$ cat config.mk
export PLATFORM = sky130hd
export DESIGN_NAME = apb_master_bridge
export DESIGN_NICKNAME = d
export VERILOG_FILES = /design/src/rtl/apb_master_bridge.sv
export SDC_FILE = /design/constraint.sdc
export NUM_CORES = 1
export LEC_CHECK = 0
export BUFFER_PORTS_ARGS = -buffer_cell sky130_fd_sc_hd__buf_2
export CORE_MARGIN = 8
export CORE_UTILIZATION = 41
export DETAILED_ROUTE_END_ITERATION = 7
export PLACE_DENSITY = 0.84
export SLEW_MARGIN = 30
export SYNTH_ARGS = -nofsm -noshare
export SYNTH_HDL_FRONTEND = slang
export SYNTH_SLANG_ARGS = --single-unit
$ cat constraint.sdc
create_clock -name clk -period 1.5 [get_ports clk]
set_input_delay 0.225 -clock clk [delete_from_list [all_inputs] [get_ports clk]]
set_output_delay 0.225 -clock clk [all_outputs]
set_load 0.01 [all_outputs]
$ cat src/rtl/apb_master_bridge.sv
// CPU-to-APB master bridge: IDLE/SETUP/ACCESS sequencer, all APB outputs registered.
// Optional ACCESS-phase timeout when APB_BRIDGE_TIMEOUT_EN is defined.
//
// Ports:
//   clk, resetn            clock, async active-low reset
//   cpu_req/wr/addr/wdata  CPU request side
//   cpu_addr_ok            request accepted (combinational, IDLE only)
//   cpu_data_ok            one-cycle completion pulse
//   cpu_rdata, cpu_err     read data / timeout abort flag, valid with cpu_data_ok
//   apb_psel_cpu, apb_rw_cpu, apb_enab_cpu, apb_addr_cpu, apb_datai_cpu
//                          APB request toward the address decoder/mux
//   apb_datao_cpu, apb_ack_cpu
//                          APB read data and ready
module apb_master_bridge #(
  parameter int ADDR_WIDTH     = 32,
  parameter int APB_DATA_WIDTH = 32,
  parameter int TIMEOUT_CYCLES = 255
) (
  input  logic                      clk,
  input  logic                      resetn,
  input  logic                      cpu_req,
  input  logic                      cpu_wr,
  input  logic [ADDR_WIDTH-1:0]     cpu_addr,
  input  logic [APB_DATA_WIDTH-1:0] cpu_wdata,
  output logic                      cpu_addr_ok,
  output logic                      cpu_data_ok,
  output logic [APB_DATA_WIDTH-1:0] cpu_rdata,
  output logic                      cpu_err,
  output logic                      apb_psel_cpu,
  output logic                      apb_rw_cpu,
  output logic                      apb_enab_cpu,
  output logic [ADDR_WIDTH-1:0]     apb_addr_cpu,
  output logic [APB_DATA_WIDTH-1:0] apb_datai_cpu,
  input  logic [APB_DATA_WIDTH-1:0] apb_datao_cpu,
  input  logic                      apb_ack_cpu
);

  typedef enum logic [1:0] {
    IDLE,
    SETUP,
    ACCESS
  } state_t;

  state_t state;

  assign cpu_addr_ok = (state == IDLE);

`ifdef APB_BRIDGE_TIMEOUT_EN
  localparam int CLOG = $clog2(TIMEOUT_CYCLES + 1);
  localparam int CW   = (CLOG > 8) ? CLOG : 8;
  // Abort when the ack-less cycle being counted would make TIMEOUT_CYCLES.
  localparam logic [CW-1:0] TMO_LAST = CW'(TIMEOUT_CYCLES - 1);

  logic [CW-1:0] tmo_cnt;
  logic          err_q;

  assign cpu_err = err_q;
`else
  assign cpu_err = 1'b0;
`endif

  always_ff @(posedge clk or negedge resetn) begin
    if (!resetn) begin
      state         <= IDLE;
      apb_psel_cpu  <= 1'b0;
      apb_enab_cpu  <= 1'b0;
      apb_rw_cpu    <= 1'b0;
      apb_addr_cpu  <= '0;
      apb_datai_cpu <= '0;
      cpu_data_ok   <= 1'b0;
      cpu_rdata     <= '0;
`ifdef APB_BRIDGE_TIMEOUT_EN
      tmo_cnt       <= '0;
      err_q         <= 1'b0;
`endif
    end else begin
      cpu_data_ok <= 1'b0;
`ifdef APB_BRIDGE_TIMEOUT_EN
      err_q       <= 1'b0;
`endif
      unique case (state)
        IDLE: begin
          if (cpu_req) begin
            apb_rw_cpu    <= cpu_wr;
            apb_addr_cpu  <= cpu_addr;
            apb_datai_cpu <= cpu_wdata;
            apb_psel_cpu  <= 1'b1;
            state         <= SETUP;
          end
        end
        SETUP: begin
          apb_enab_cpu <= 1'b1;
          state        <= ACCESS;
`ifdef APB_BRIDGE_TIMEOUT_EN
          tmo_cnt      <= '0;
`endif
        end
        ACCESS: begin
          if (apb_ack_cpu) begin
            apb_psel_cpu <= 1'b0;
            apb_enab_cpu <= 1'b0;
            cpu_data_ok  <= 1'b1;
            state        <= IDLE;
            if (!apb_rw_cpu) begin
              cpu_rdata <= apb_datao_cpu;
            end
          end
`ifdef APB_BRIDGE_TIMEOUT_EN
          else if (tmo_cnt == TMO_LAST) begin
            apb_psel_cpu <= 1'b0;
            apb_enab_cpu <= 1'b0;
            cpu_data_ok  <= 1'b1;
            err_q        <= 1'b1;
            cpu_rdata    <= '0;
            state        <= IDLE;
          end else begin
            tmo_cnt <= tmo_cnt + 1'b1;
          end
`endif
        end
        default: state <= IDLE;
      endcase
    end
  end

endmodule
After elaboration in Yosys (flattened, before gate mapping)

Index checks and enable logic that the tools add are counted.

Eq/ne operators: 4
Multiplexer cells: 9
Bitwise operators: 1
Reductions and logical operators: 8

Operators by type and width:

| operator           | count |
|---|---|
| $pmux 2 s3         | 1 |
| $reduce_and 2->1   | 3 |
| $reduce_and 3->1   | 2 |
| $mux 1             | 4 |
| $mux 2             | 2 |
| $ne 2x2->1 const B | 2 |
| $pmux 1 s2         | 2 |
| $reduce_bool 2->1  | 2 |
| $eq 2x1->1 const B | 1 |
| $eq 2x2->1 const B | 1 |
| $logic_not 2->1    | 1 |
| $not 1->1          | 1 |

Flip-flop bits (word level): 102
Bits of input ports: 101
Output and inout port bits: 102
Logic and storage cells: 30

Depth between registers and ports, before layout

Word-level depth: 3
Gate-level depth with buffers: 5
Gate-level depth less buffers: 3

Least setup slack after synthesis

No wires, ideal clock.

Kind: reg-to-reg
From: register state[1]
To: register apb_addr_cpu[0]
Setup time: 125 ps
Data arrival time: 1347 ps
Data required time: 1375 ps
Setup slack: 28 ps
Cell stages (with the launch flop): 5
Buffers on the path: 2
Clock period less this slack: 1472 ps
Path through: dfrtp_1 nor3b_2 buf_2 buf_4 mux2_2

Cells in the longest elaborated chain, start to end: 2

RTL lines:

| what                       | RTL line | source |
|---|---|---|
| start: declaration         | 44       | `state_t state;` |
| start signal: assignment   | 64       | `state <= IDLE;` |
| start signal: assignment   | 88       | `state <= SETUP;` |
| start signal: assignment   | 93       | `state <= ACCESS;` |
| $logic_not 2->1            | 81       | `unique case (state)` |
| $reduce_and 2->1 (no line) | -        |  |
| end signal: assignment     | 85       | `apb_addr_cpu <= cpu_addr;` |
| end: declaration           | 32       | `output logic [ADDR_WIDTH-1:0] apb_addr_cpu,` |

Every way passes these cells.
A chain may end at the register's enable or synchronous reset.

Worst setup path in the final report

From: register state[0]
To: register apb_addr_cpu[28]

Same word-level chain as after synthesis.

==> flow_summary.yaml <==
setup_path:
  reg2reg_slack_ns: -0.01
  end_kind: "register"
  critPathMaxFanout: 10
  path_depth: 4
  crit_buf_inv: 2
  criticalPathCategory: "register to register"
  critPathTopFamily: "flip-flops"
  cp-start-kind: "register"
  cp_slowest_stage_delay_ns: 0.42
  cp_slowest_cell: "dfrtp_1"
  arrival_ns: 1.76
  r2r-end: "apb_addr_cpu[28]$_DFFE_PN0P_"
  critPathRequiredTime_ns: 1.75
  reg2reg_from: "state[0]$_DFFE_PN0P_"
  ff2ff_path_depth: 4
  path_cells: "nor3b_4 > buf_6 > buf_12 > mux2_2"
synthesis:
  synthDistinctLibCells: 17
  ys_seq_area_share_pct: 64.2
  synth_seq_cells: 102
  syn_area_um2: 3970
  yosys_warnings: 0
  syn_nets: 328
  syn_inst: 227
  avgSynthCellArea_um2: 17.5
power_and_ir_drop:
  ir_worst_vdd_mv: 0.928
  power_density_nw_per_um2: 2150
  power_switching_mw: 3.90
  p_clk_share_pct: 15.0
  internal_power_mw: 7.98
  p_comb_share_pct: 44.0
  p_leak_nw: 2.77
  power_mw: 11.9
  swShare_pct: 32.9
  seqPwrFrac_pct: 41.0
timing:
  finalHoldViolations: 0
  min_period_over_period_pct: 101
  max_freq_ghz: 0.662
  slew_viol_final: 0
  rsz0062_at_grt: "yes"
  worst_slew_pin_slew_ns: 0.563
  maxSlewHeadroom_pct: 62.5
  skew_ns: 0.00982
  fin_ws_ns: -0.00987
  min_period_ns: 1.51
  setup_viol: 22
routing:
  drt-total-wl_mm: 10.2
  drc: 0
  vias_per_cell: 4.57
  vias: 2655
  routedWlPerCell_um: 17.6
  drtIter0Drc: 89
  postRouteAntennaNets: 0
  dr.pass1.iters: 5
grt:
  grt_pass1_wl_mm: 15.3
  grt_max_degree: 57
  use_met3_pct: 5.70
  grt_overflow: 0
  use_met1_pct: 16.7
  grt_pass1_vias: 3000
  track_usage_pct: 15.0
  antenna_found_initial: 1
  grtUsageMet2_pct: 25.2
  grt-busiest-layer: "met2"
floorplanning:
  die_h_um: 114
  row_count: 36
  initial_core_util_pct: 41.4
  dieArea_um2: 13100
  io_pins: 203
  floorplan.die.width_um: 114
  fp.coreArea_um2: 9590
worst_hold_path:
  min_path_cells: 2
  hold_end: "cpu_rdata[3]$_DFFE_PN0P_"
  hp-class: "primary input to register"
  min_from: "apb_datao_cpu[3]"
clock_network:
  clk_pin_slew_ns: 0.09
  htreeDepth: 3
  insertion_delay_ns: 0.36
  cts_tree: "yes"
  clock_sinks: 102
  clock-root-buffer: "clkbuf_8"
  cts_buffers: 9
  clock_path_buffers: 2
cells_and_area:
  syn_to_final_growth_pct: 39.0
  final_nets: 544
  postLayoutCellArea_um2: 5520
  regArea_um2: 2550
  fin_cells: 581
  multi_input_area_um2: 1330
  n_fill_cell: 782
  insertedDiodeCount: 0
  drive_above_1_share_pct: 73.9
place:
  place_inst: 558
  place_area_um2: 5150
  place_hpwl_mm: 7.52
  dp_slack_ns: 0.00217
  io_buffers: 201
  place_congestion: 0.734
flow_run:
  maxCapViolCount: 0
run_status:
  violations: "negative setup slack"
  status: "finished, violations left"
timing repair:
| item | in CTS | in global routing |
|---|---|---|
| cloned | 1 | 4 |
| buffers inserted | 1 | 0 |
| endpoints found under the setup margin | 30 | 95 |
| hold buffers | 1 | 0 |
| endpoints found under the hold margin | 102 | 0 |
| gates resized for setup | 3 | 7 |
stage by stage:
step	utilization [%]	hold slack, ns	setup TNS (ns)
after CTS	56.5	0.0694	-0.112
after global routing	57.6	0.0736	-4.01
after detailed placement	53.7	0.234	0
after global placement	53.7	0.233	0
after floorplan	-	-0.0706	0
final	57.6	0.0883	-0.0810
cell usage after synthesis:
| master | instances | area share [%] |
|---|---|---|
| buf_2 | 3 | 0.38 |
| mux2_2 | 67 | 19 |
| a21oi_1 | 3 | 0.38 |
| nor3b_2 | 1 | 0.31 |
| buf_4 | 5 | 0.94 |
| inv_1 | 3 | 0.28 |
| buf_12 | 3 | 1.5 |
| nor2_1 | 1 | 0.094 |
| mux2_4 | 30 | 11 |
| and3b_1 | 1 | 0.22 |
| nor2b_4 | 1 | 0.35 |
| o21ai_0 | 3 | 0.38 |
| conb_1 | 1 | 0.094 |
| dfrtp_1 | 102 | 64 |
| nand3_1 | 1 | 0.13 |
| buf_6 | 1 | 0.28 |
| nand2_1 | 1 | 0.094 |
worst reg2reg max path: cells and delay by family, from the launching register on:
| family | cells | cell delay (ns) |
|---|---|---|
| and+or+nand+nor | 1 | 0.27 |
| buffers and inverters | 2 | 0.35 |
| muxes | 1 | 0.35 |
| DFF | 1 | 0.42 |
sequential cells by signal (all words and copies together), names as in the netlist:
signal,cells
apb_enab_cpu,1
state,2
apb_addr_cpu,32
apb_datai_cpu,32
apb_rw_cpu,1
cpu_rdata,32
apb_psel_cpu,1
cpu_data_ok,1
metal layers:
metal	vias to the layer above	share of wire (%)	wire [um]
met5	-	0.16	16
met4	2	1.7	178
met3	18	9.3	951
met2	113	50	5100
met1	1301	39	4000
li1	1221	-	-
final cells by class:
class	count	share of cell area, %
flip-flops and latches	102	46.2
well taps	133	3.01
inverters	3	0.204
clock inverters	1	0.159
multi-input cells	110	24.0
repair buffers	217	22.7
clock buffers	15	3.74
layout by cell type, fill, tap and decap left out:
cell             n
buf_6            3
inv_1            3
dfrtp_1        102
buf_4            6
buf_2          200
and3b_1          1
a21oi_1          3
conb_1           1
clkbuf_8        15
nor2b_4          1
nor3b_4          1
mux2_4          39
buf_12           4
clkinv_4         1
nor2_1           1
clkbuf_16        2
nand2_1          1
bufbuf_16        1
o21ai_0          3
nand3_1          1
dlygate4sd3_1    1
mux2_2          58
worst max path at each step:
| stage | slack [ns] | endpoint | from |
|---|---|---|---|
| floorplan | 0.03 | apb_addr_cpu[0]$_DFFE_PN0P_ | state[1]$_DFFE_PN0P_ |
| global placement | 0.03 | cpu_rdata[18]$_DFFE_PN0P_ | state[0]$_DFFE_PN0P_ |
| detailed placement | 0.002 | apb_addr_cpu[28]$_DFFE_PN0P_ | state[0]$_DFFE_PN0P_ |
| CTS | -0.01 | cpu_rdata[24]$_DFFE_PN0P_ | state[0]$_DFFE_PN0P_ |
| global route | -0.06 | cpu_rdata[26]$_DFFE_PN0P_ | state[0]$_DFFE_PN0P_ |
| finish | -0.01 | apb_addr_cpu[28]$_DFFE_PN0P_ | state[0]$_DFFE_PN0P_ |
power groups by stage:
stage,Combinational (mW),Sequential (mW),Clock (mW)
finish,5.22,4.88,1.78
global route,5.60,5.08,1.93
CTS,5.08,4.89,1.84
detailed placement,4.96,4.91,0
global placement,4.80,4.83,0
floorplan,2.16,5.55,0
cells by family after synthesis:
family                 Yosys count  share of synthesized area (%)
and+or+nand+nor                  6                           1.20
buffers and inverters           15                           3.40
other                            1                         0.0944
muxes                           97                           30.3
DFF                            102                           64.2
AOI/OAI and AO/OA                6                          0.755
(Power assumes the default switching activity.)
